## src/rtl/lfsr_scr_pkg.sv

```systemverilog
// Shared types and default constants for the parametrised dual-LFSR scrambler.
// Tap masks list the feedback positions; bit 0 of each mask is never used.
package lfsr_scr_pkg;

    localparam int DEF_DATA_W = 64;
    localparam int DEF_AUX_W  = 411;
    localparam int DEF_STEPS  = 7;
    localparam int DEF_CNT_W  = 16;

    localparam logic [DEF_DATA_W-1:0] DEF_DATA_TAPS =
        (64'd1 <<  1) | (64'd1 <<  6) | (64'd1 <<  8) | (64'd1 <<  9) |
        (64'd1 << 10) | (64'd1 << 11) | (64'd1 << 16) | (64'd1 << 17) |
        (64'd1 << 18) | (64'd1 << 23) | (64'd1 << 24) | (64'd1 << 25) |
        (64'd1 << 26) | (64'd1 << 28) | (64'd1 << 30) | (64'd1 << 31) |
        (64'd1 << 32) | (64'd1 << 34) | (64'd1 << 36) | (64'd1 << 39) |
        (64'd1 << 40) | (64'd1 << 41) | (64'd1 << 42) | (64'd1 << 44) |
        (64'd1 << 46) | (64'd1 << 50) | (64'd1 << 51) | (64'd1 << 53) |
        (64'd1 << 54) | (64'd1 << 56) | (64'd1 << 59) | (64'd1 << 62) |
        (64'd1 << 63);

    localparam logic [DEF_AUX_W-1:0] DEF_AUX_TAPS =
        (411'd1 <<  31) | (411'd1 <<  60) | (411'd1 << 190) |
        (411'd1 << 195) | (411'd1 << 245);

    typedef enum logic [1:0] {
        ST_IDLE = 2'd0,
        ST_RUN  = 2'd1,
        ST_DONE = 2'd2
    } scr_state_e;

endpackage

```

## src/rtl/lfsr_scr_step.sv

```systemverilog
// One combinational bit-step of the data/aux LFSR pair.
// The data register is fed from the aux MSB sampled before the aux register moves.
module lfsr_scr_step
    import lfsr_scr_pkg::*;
#(
    parameter int                DATA_W    = DEF_DATA_W,
    parameter int                AUX_W     = DEF_AUX_W,
    parameter logic [DATA_W-1:0] DATA_TAPS = DATA_W'(DEF_DATA_TAPS),
    parameter logic [AUX_W-1:0]  AUX_TAPS  = AUX_W'(DEF_AUX_TAPS)
) (
    input  logic [DATA_W-1:0] d,
    input  logic [AUX_W-1:0]  a,
    input  logic              s,
    output logic [DATA_W-1:0] d_next,
    output logic [AUX_W-1:0]  a_next
);

    logic m_d;
    logic m_a;

    assign m_d = d[DATA_W-1];
    assign m_a = a[AUX_W-1];

    assign d_next = {d[DATA_W-2:0], m_a}
                  ^ ({DATA_W{m_d}} & {DATA_TAPS[DATA_W-1:1], 1'b0});

    assign a_next = {a[AUX_W-2:0], m_a ^ s}
                  ^ ({AUX_W{m_a}} & {AUX_TAPS[AUX_W-1:1], 1'b0});

endmodule

```

## src/rtl/lfsr_scrambler_par.sv

```systemverilog
// Registered dual-LFSR scrambler advancing STEPS bit-steps per accepted word.
// Define LFSR_SCR_ZERO_LOCK_EN to reject all-zero seed loads and flag them on err_zero_seed.
module lfsr_scrambler_par
    import lfsr_scr_pkg::*;
#(
    parameter int                DATA_W     = DEF_DATA_W,
    parameter logic [DATA_W-1:0] DATA_TAPS  = DATA_W'(DEF_DATA_TAPS),
    parameter int                AUX_W      = DEF_AUX_W,
    parameter logic [AUX_W-1:0]  AUX_TAPS   = AUX_W'(DEF_AUX_TAPS),
    parameter int                STEPS      = DEF_STEPS,
    parameter int                MAX_BLOCKS = 0,
    parameter int                CNT_W      = DEF_CNT_W
) (
    input  logic              clk,
    input  logic              rst,
    input  logic              load_valid,
    input  logic [DATA_W-1:0] load_data,
    input  logic [AUX_W-1:0]  load_aux,
    input  logic              in_valid,
    output logic              in_ready,
    input  logic [STEPS-1:0]  serial_in,
    output logic              out_valid,
    input  logic              out_ready,
    output logic [DATA_W-1:0] data_out,
    output logic [CNT_W-1:0]  block_cnt,
    output logic              done,
    output logic              err_zero_seed
);

    localparam bit               LIMIT_EN = (MAX_BLOCKS != 0);
    localparam logic [CNT_W-1:0] MAX_CNT  = CNT_W'(MAX_BLOCKS);

    scr_state_e        state_q;
    scr_state_e        state_d;
    logic [DATA_W-1:0] d_q;
    logic [AUX_W-1:0]  a_q;
    logic [CNT_W-1:0]  cnt_inc;
    logic              load_ok;
    logic              accept;

    logic [DATA_W-1:0] d_chain [STEPS+1];
    logic [AUX_W-1:0]  a_chain [STEPS+1];

    assign d_chain[0] = d_q;
    assign a_chain[0] = a_q;

    for (genvar g = 0; g < STEPS; g++) begin : g_step
        lfsr_scr_step #(
            .DATA_W    (DATA_W),
            .AUX_W     (AUX_W),
            .DATA_TAPS (DATA_TAPS),
            .AUX_TAPS  (AUX_TAPS)
        ) u_step (
            .d      (d_chain[g]),
            .a      (a_chain[g]),
            .s      (serial_in[g]),
            .d_next (d_chain[g+1]),
            .a_next (a_chain[g+1])
        );
    end

`ifdef LFSR_SCR_ZERO_LOCK_EN
    logic zero_seed;

    assign zero_seed = load_valid && (load_data == '0) && (load_aux == '0);
    assign load_ok   = load_valid && !zero_seed;

    always_ff @(posedge clk or negedge rst) begin
        if (!rst) begin
            err_zero_seed <= 1'b0;
        end else begin
            err_zero_seed <= zero_seed;
        end
    end
`else
    assign load_ok       = load_valid;
    assign err_zero_seed = 1'b0;
`endif

    // A pending load blocks acceptance even when the load itself is rejected.
    assign in_ready = (state_q == ST_RUN) && !load_valid && (!out_valid || out_ready);
    assign done     = (state_q == ST_DONE);
    assign accept   = in_valid && in_ready;
    assign cnt_inc  = (block_cnt == '1) ? block_cnt : block_cnt + 1'b1;

    always_comb begin
        state_d = state_q;
        case (state_q)
            ST_IDLE: begin
                if (load_ok) state_d = ST_RUN;
            end
            ST_RUN: begin
                if (load_ok) begin
                    state_d = ST_RUN;
                end else if (accept && LIMIT_EN && (cnt_inc == MAX_CNT)) begin
                    state_d = ST_DONE;
                end
            end
            ST_DONE: begin
                if (load_ok) state_d = ST_RUN;
            end
            default: state_d = ST_IDLE;
        endcase
    end

    always_ff @(posedge clk or negedge rst) begin
        if (!rst) begin
            state_q <= ST_IDLE;
        end else begin
            state_q <= state_d;
        end
    end

    // Load wins over acceptance; acceptance wins over a plain drain.
    always_ff @(posedge clk or negedge rst) begin
        if (!rst) begin
            d_q       <= '0;
            a_q       <= '0;
            data_out  <= '0;
            out_valid <= 1'b0;
            block_cnt <= '0;
        end else if (load_ok) begin
            d_q       <= load_data;
            a_q       <= load_aux;
            out_valid <= 1'b0;
            block_cnt <= '0;
        end else if (accept) begin
            d_q       <= d_chain[STEPS];
            a_q       <= a_chain[STEPS];
            data_out  <= d_chain[STEPS];
            out_valid <= 1'b1;
            block_cnt <= cnt_inc;
        end else if (out_ready) begin
            out_valid <= 1'b0;
        end
    end

endmodule

```

## config.mk

```make
export PLATFORM = sky130hd
export DESIGN_NAME = lfsr_scrambler_par
export DESIGN_NICKNAME = d
export VERILOG_FILES = /design/src/rtl/lfsr_scr_pkg.sv /design/src/rtl/lfsr_scr_step.sv /design/src/rtl/lfsr_scrambler_par.sv
export SDC_FILE = /design/constraint.sdc
export NUM_CORES = 1
export LEC_CHECK = 0
export CAP_MARGIN = 15
export CORE_MARGIN = 4
export CORE_UTILIZATION = 51
export DETAILED_ROUTE_END_ITERATION = 8
export PLACE_DENSITY = 0.91
export SYNTH_ARGS = -nofsm -noshare
export SYNTH_HDL_FRONTEND = slang
export SYNTH_SLANG_ARGS = --single-unit
```

## constraint.sdc

```tcl
create_clock -name clk -period 2.39 [get_ports clk]
set_input_delay 0.478 -clock clk [delete_from_list [all_inputs] [get_ports clk]]
set_output_delay 0.478 -clock clk [all_outputs]
set_load 0.01 [all_outputs]
```

==> impl_results.md <==
* Status: finished, violations left
* Violated checks: DRC
* Vias at roughly 22000
* Total grt overflow at 0
* DR vias/cell at about 5.8
* Final GP Congestion at 0.893
* Multi-input logic area at 10700 um2
* Core area at slightly below 50000 um2
* First-pass GRT wire length at roughly 130 mm
* Clock tree root buffer cell: clkbuf_16
* Synthesis-to-finish area growth at 35.2%
* H-tree levels at 2
* Clock skew at 0.0219 ns
* Tcrit/Tclk final at 0.944
* Fin cells at 3878
* DR WL/cell at 21.8 um
* Vias in the first global route at 22496
* Critical path class: reg2reg
* PwrDens at between 800 and 900 nW/um2
* Post-Layout Inst Area at 34400 um2
* VDD IR max at about 0.64 mV
* Hold WC Path Type: in2reg
* Worst Hold End: state_q[0]
* 1st-iter DRT viols at approximately 2400
* Crit. End Element: register
* Sequential area share after synthesis at 0.548
* Synth Instances at 2618
* Port bufs at 568
* Placed inst area at approximately 32000 um2
* Clk buf depth at 3
* RSZ-0062 raised after global routing: false
* All-Layer GR Usage at 0.304
* Sw frac at 0.315
* Total die area at 53500 um2
* Initial antenna violation count at 20
* Synthesized area at 25400 um2
* # fillers at roughly 3200
* Finished Core Util at 0.700
* Yosys warns at 0
* Die Ht at 231 um
* Share of the synthesized area in the top cell type at 0.548
* Slew Limit Fails at 0
* Async S/R FF share, synth at 1.00
* Clock sinks at 557
* Share of layout cells above drive strength 1 at 0.0670
* Pwr Total at slightly above 30 mW
* CTS tree: built
* Critical Path RT at 2.90 ns
* Fin. Hold Viols at 0
* Flop pwr share at 0.405
* Post-synth EDFFs at 0
* TritonCTS Buffers at 57
* Crit Path Max Fanout at 6
* Largest cells by area after synthesis: dfrtp_1, nand2_1, mux2i_1
* R2r startpoint: d_q[58]
* Pleak at about 16 nW
* CP max stage delay at 0.58 ns
* Fmax achieved at 0.443 GHz
* Clk pin slew, worst setup/hold paths at 0.06 ns
* HPWL Detailed at between 50 and 60 mm
* DRC at 2
* Ports at ~570
* Detailed Route WL at 84.4 mm
* Net Switching at 9.56 mW
* Family with the most delay on the worst path: XOR/XNOR gates
* Reg2Reg Capture Point: d_q[23]
* Crit path launch type: register
* Die X at 231 um
* Worst path cell trace: buf_4, xnor3_1, xnor2_1, xor2_1, nor2_1, o31ai_1
* Pin count of the biggest net entering global routing at ~230
* Cells on worst reg2reg path at 6
* Initial core utilization at 0.518
* Post-Route M1 WL at 31.6 mm
* Skew-Pair Late Insertion Delay at slightly above 0.6 ns
* Antenna violation net count after detailed routing at 0
* Int Power at between 20 and 25 mW
* # setup viols final at 0
* Yosys top cell by area: dfrtp_1
* Post-synth top flop: dfrtp_1
* Synth unique cells at 50
* CP max-delay cell: dfrtp_1
* Final WS setup at 0.134 ns
* Placed Cells incl. Taps at ~3800
* Worst hold path startpoint: load_valid
* Uppermost layer routed: met5
* Drt pass-1 iters at 7
* WL met2 at 41.1 mm
* Arrival time at the worst endpoint at ~2.8 ns
* Worst-Margin Slew at 0.926 ns
* Min Tclk post-route at 2.26 ns
* Hold path depth at 2
* Combinational group share of total power at 0.288
* Row cnt at 81
* Register area at 13900 um2
* WP buf/inv at 1
* Max-capacitance violation count at 0
* Met3 WL post-DR at between 6 and 7 mm
* Slew HR at 0.383
* Yosys reg bits at 557
* R2r setup slk at 0.13 ns
* Critical path depth at 6
* Avg Cell Area, Syn at between 9 and 10 um2
* Final setup TNS at 0 ns
* Final hold slack at 0.158 ns
* Pre-CTS setup slack at -0.0551 ns
* Clock Power Share at 0.307
* Final nets at 3637
-- sequential cells by signal (all words and copies together), names as in the netlist --
name and flops:
block_cnt 16, data_out 64, out_valid 1, a_q 411, state_q 1, d_q 64
-- timing repair --
item | CTS | global route
hold endpoints to repair | 28 | 0
resized for setup | 2 | 0
hold buffers | 1 | 0
endpoints found under the setup margin | 1 | 0
buffers inserted | 0 | 0
-- worst max-delay path by stage --
stage	from	to
global route	d_q[60]	d_q[58]
floorplan	load_valid	block_cnt[0]
CTS	block_cnt[0]	block_cnt[0]
detailed placement	in_valid	d_q[43]
global placement	out_ready	in_ready
finish	d_q[58]	d_q[23]
-- cell families (layout without fill, tap and decap cells) --
| kind of cell | count (synthesis) | in the layout | share of synthesized area |
|---|---|---|---|
| AOI/OAI and AO/OA | 621 | 621 | 0.150 |
| buffers and inverters | 205 | 779 | 0.0327 |
| muxes | 162 | 162 | 0.0638 |
| adders and majority gates | 1 | 1 | 0.000492 |
| other | 1 | 23 | 0.000147 |
| and+or+nand+nor | 906 | 906 | 0.138 |
| xor gates and xnor gates | 165 | 165 | 0.0675 |
| DFF | 557 | 557 | 0.548 |
-- cell usage in the layout (no fill, tap or decap), types with 3 or more instances in the layout --
cell type / n
nand2_1: 752
clkdlybuf4s50_1: 565
dfrtp_1: 557
o21ai_0: 273
a22oi_1: 214
mux2i_1: 161
nor2_1: 112
xnor2_1: 105
a21oi_1: 74
buf_4: 66
clkbuf_16: 57
xor2_1: 39
buf_12: 33
diode_2: 21
a21o_1: 16
clkbuf_8: 15
xnor3_1: 13
nand3_1: 10
clkbuf_1: 9
o21a_1: 8
inv_1: 8
o31ai_1: 8
clkinv_2: 8
and3_1: 7
bufinv_16: 6
o211ai_1: 5
a211oi_1: 5
or2_2: 4
a221o_1: 4
o311ai_0: 4
clkinvlp_4: 4
xor3_1: 3
or3_1: 3
o22ai_1: 3
nor4_1: 3
-- power by group through the flow --
stage	logic (mW)	registers (mW)	clock network, mW
2_1_floorplan	4.66	12.1	0
3_3_place_gp	8.08	12.3	0
3_5_place_dp	8.39	12.4	0
4_1_cts	8.65	12.3	9.41
5_1_grt	9.32	12.4	9.77
6_report	8.75	12.3	9.32
-- layer usage --
metal | track usage | up-vias
met5 | 0 | -
met4 | 0.169 | 4
met3 | 0.0527 | 314
met2 | 0.496 | 1265
met1 | 0.389 | 10895
li1 | - | 9991
-- Yosys cell counts (2+ instances only) --
master / count
nand2_1: 752
or2_2: 4
clkbuf_1: 150
buf_1: 12
xor2_2: 2
xnor2_1: 105
mux2i_1: 161
o31ai_1: 8
a211oi_1: 5
inv_1: 8
a21o_1: 16
o21a_1: 8
nand3_1: 11
o211ai_1: 5
o22ai_1: 3
nor2_1: 113
a221o_1: 4
o2111ai_1: 2
and3_1: 7
buf_4: 7
buf_2: 28
a21oi_1: 74
xor2_1: 39
nand4_1: 2
o21ai_0: 273
xnor3_1: 13
xor3_1: 3
o311ai_0: 4
xnor2_2: 2
nor4_1: 3
dfrtp_1: 557
nand2b_1: 3
a22oi_1: 214
or3_1: 4
-- final cells by class --
cell class / count / share of cell area
clock buffer: 81 / 0.0485
multi-input combinational: 1857 / 0.312
inverter: 8 / 0.000873
timing repair buffer: 668 / 0.199
clock inverter: 22 / 0.00830
sequential: 557 / 0.405
antenna: 21 / 0.00153
tap: 664 / 0.0242
(Power assumes the default switching activity.)
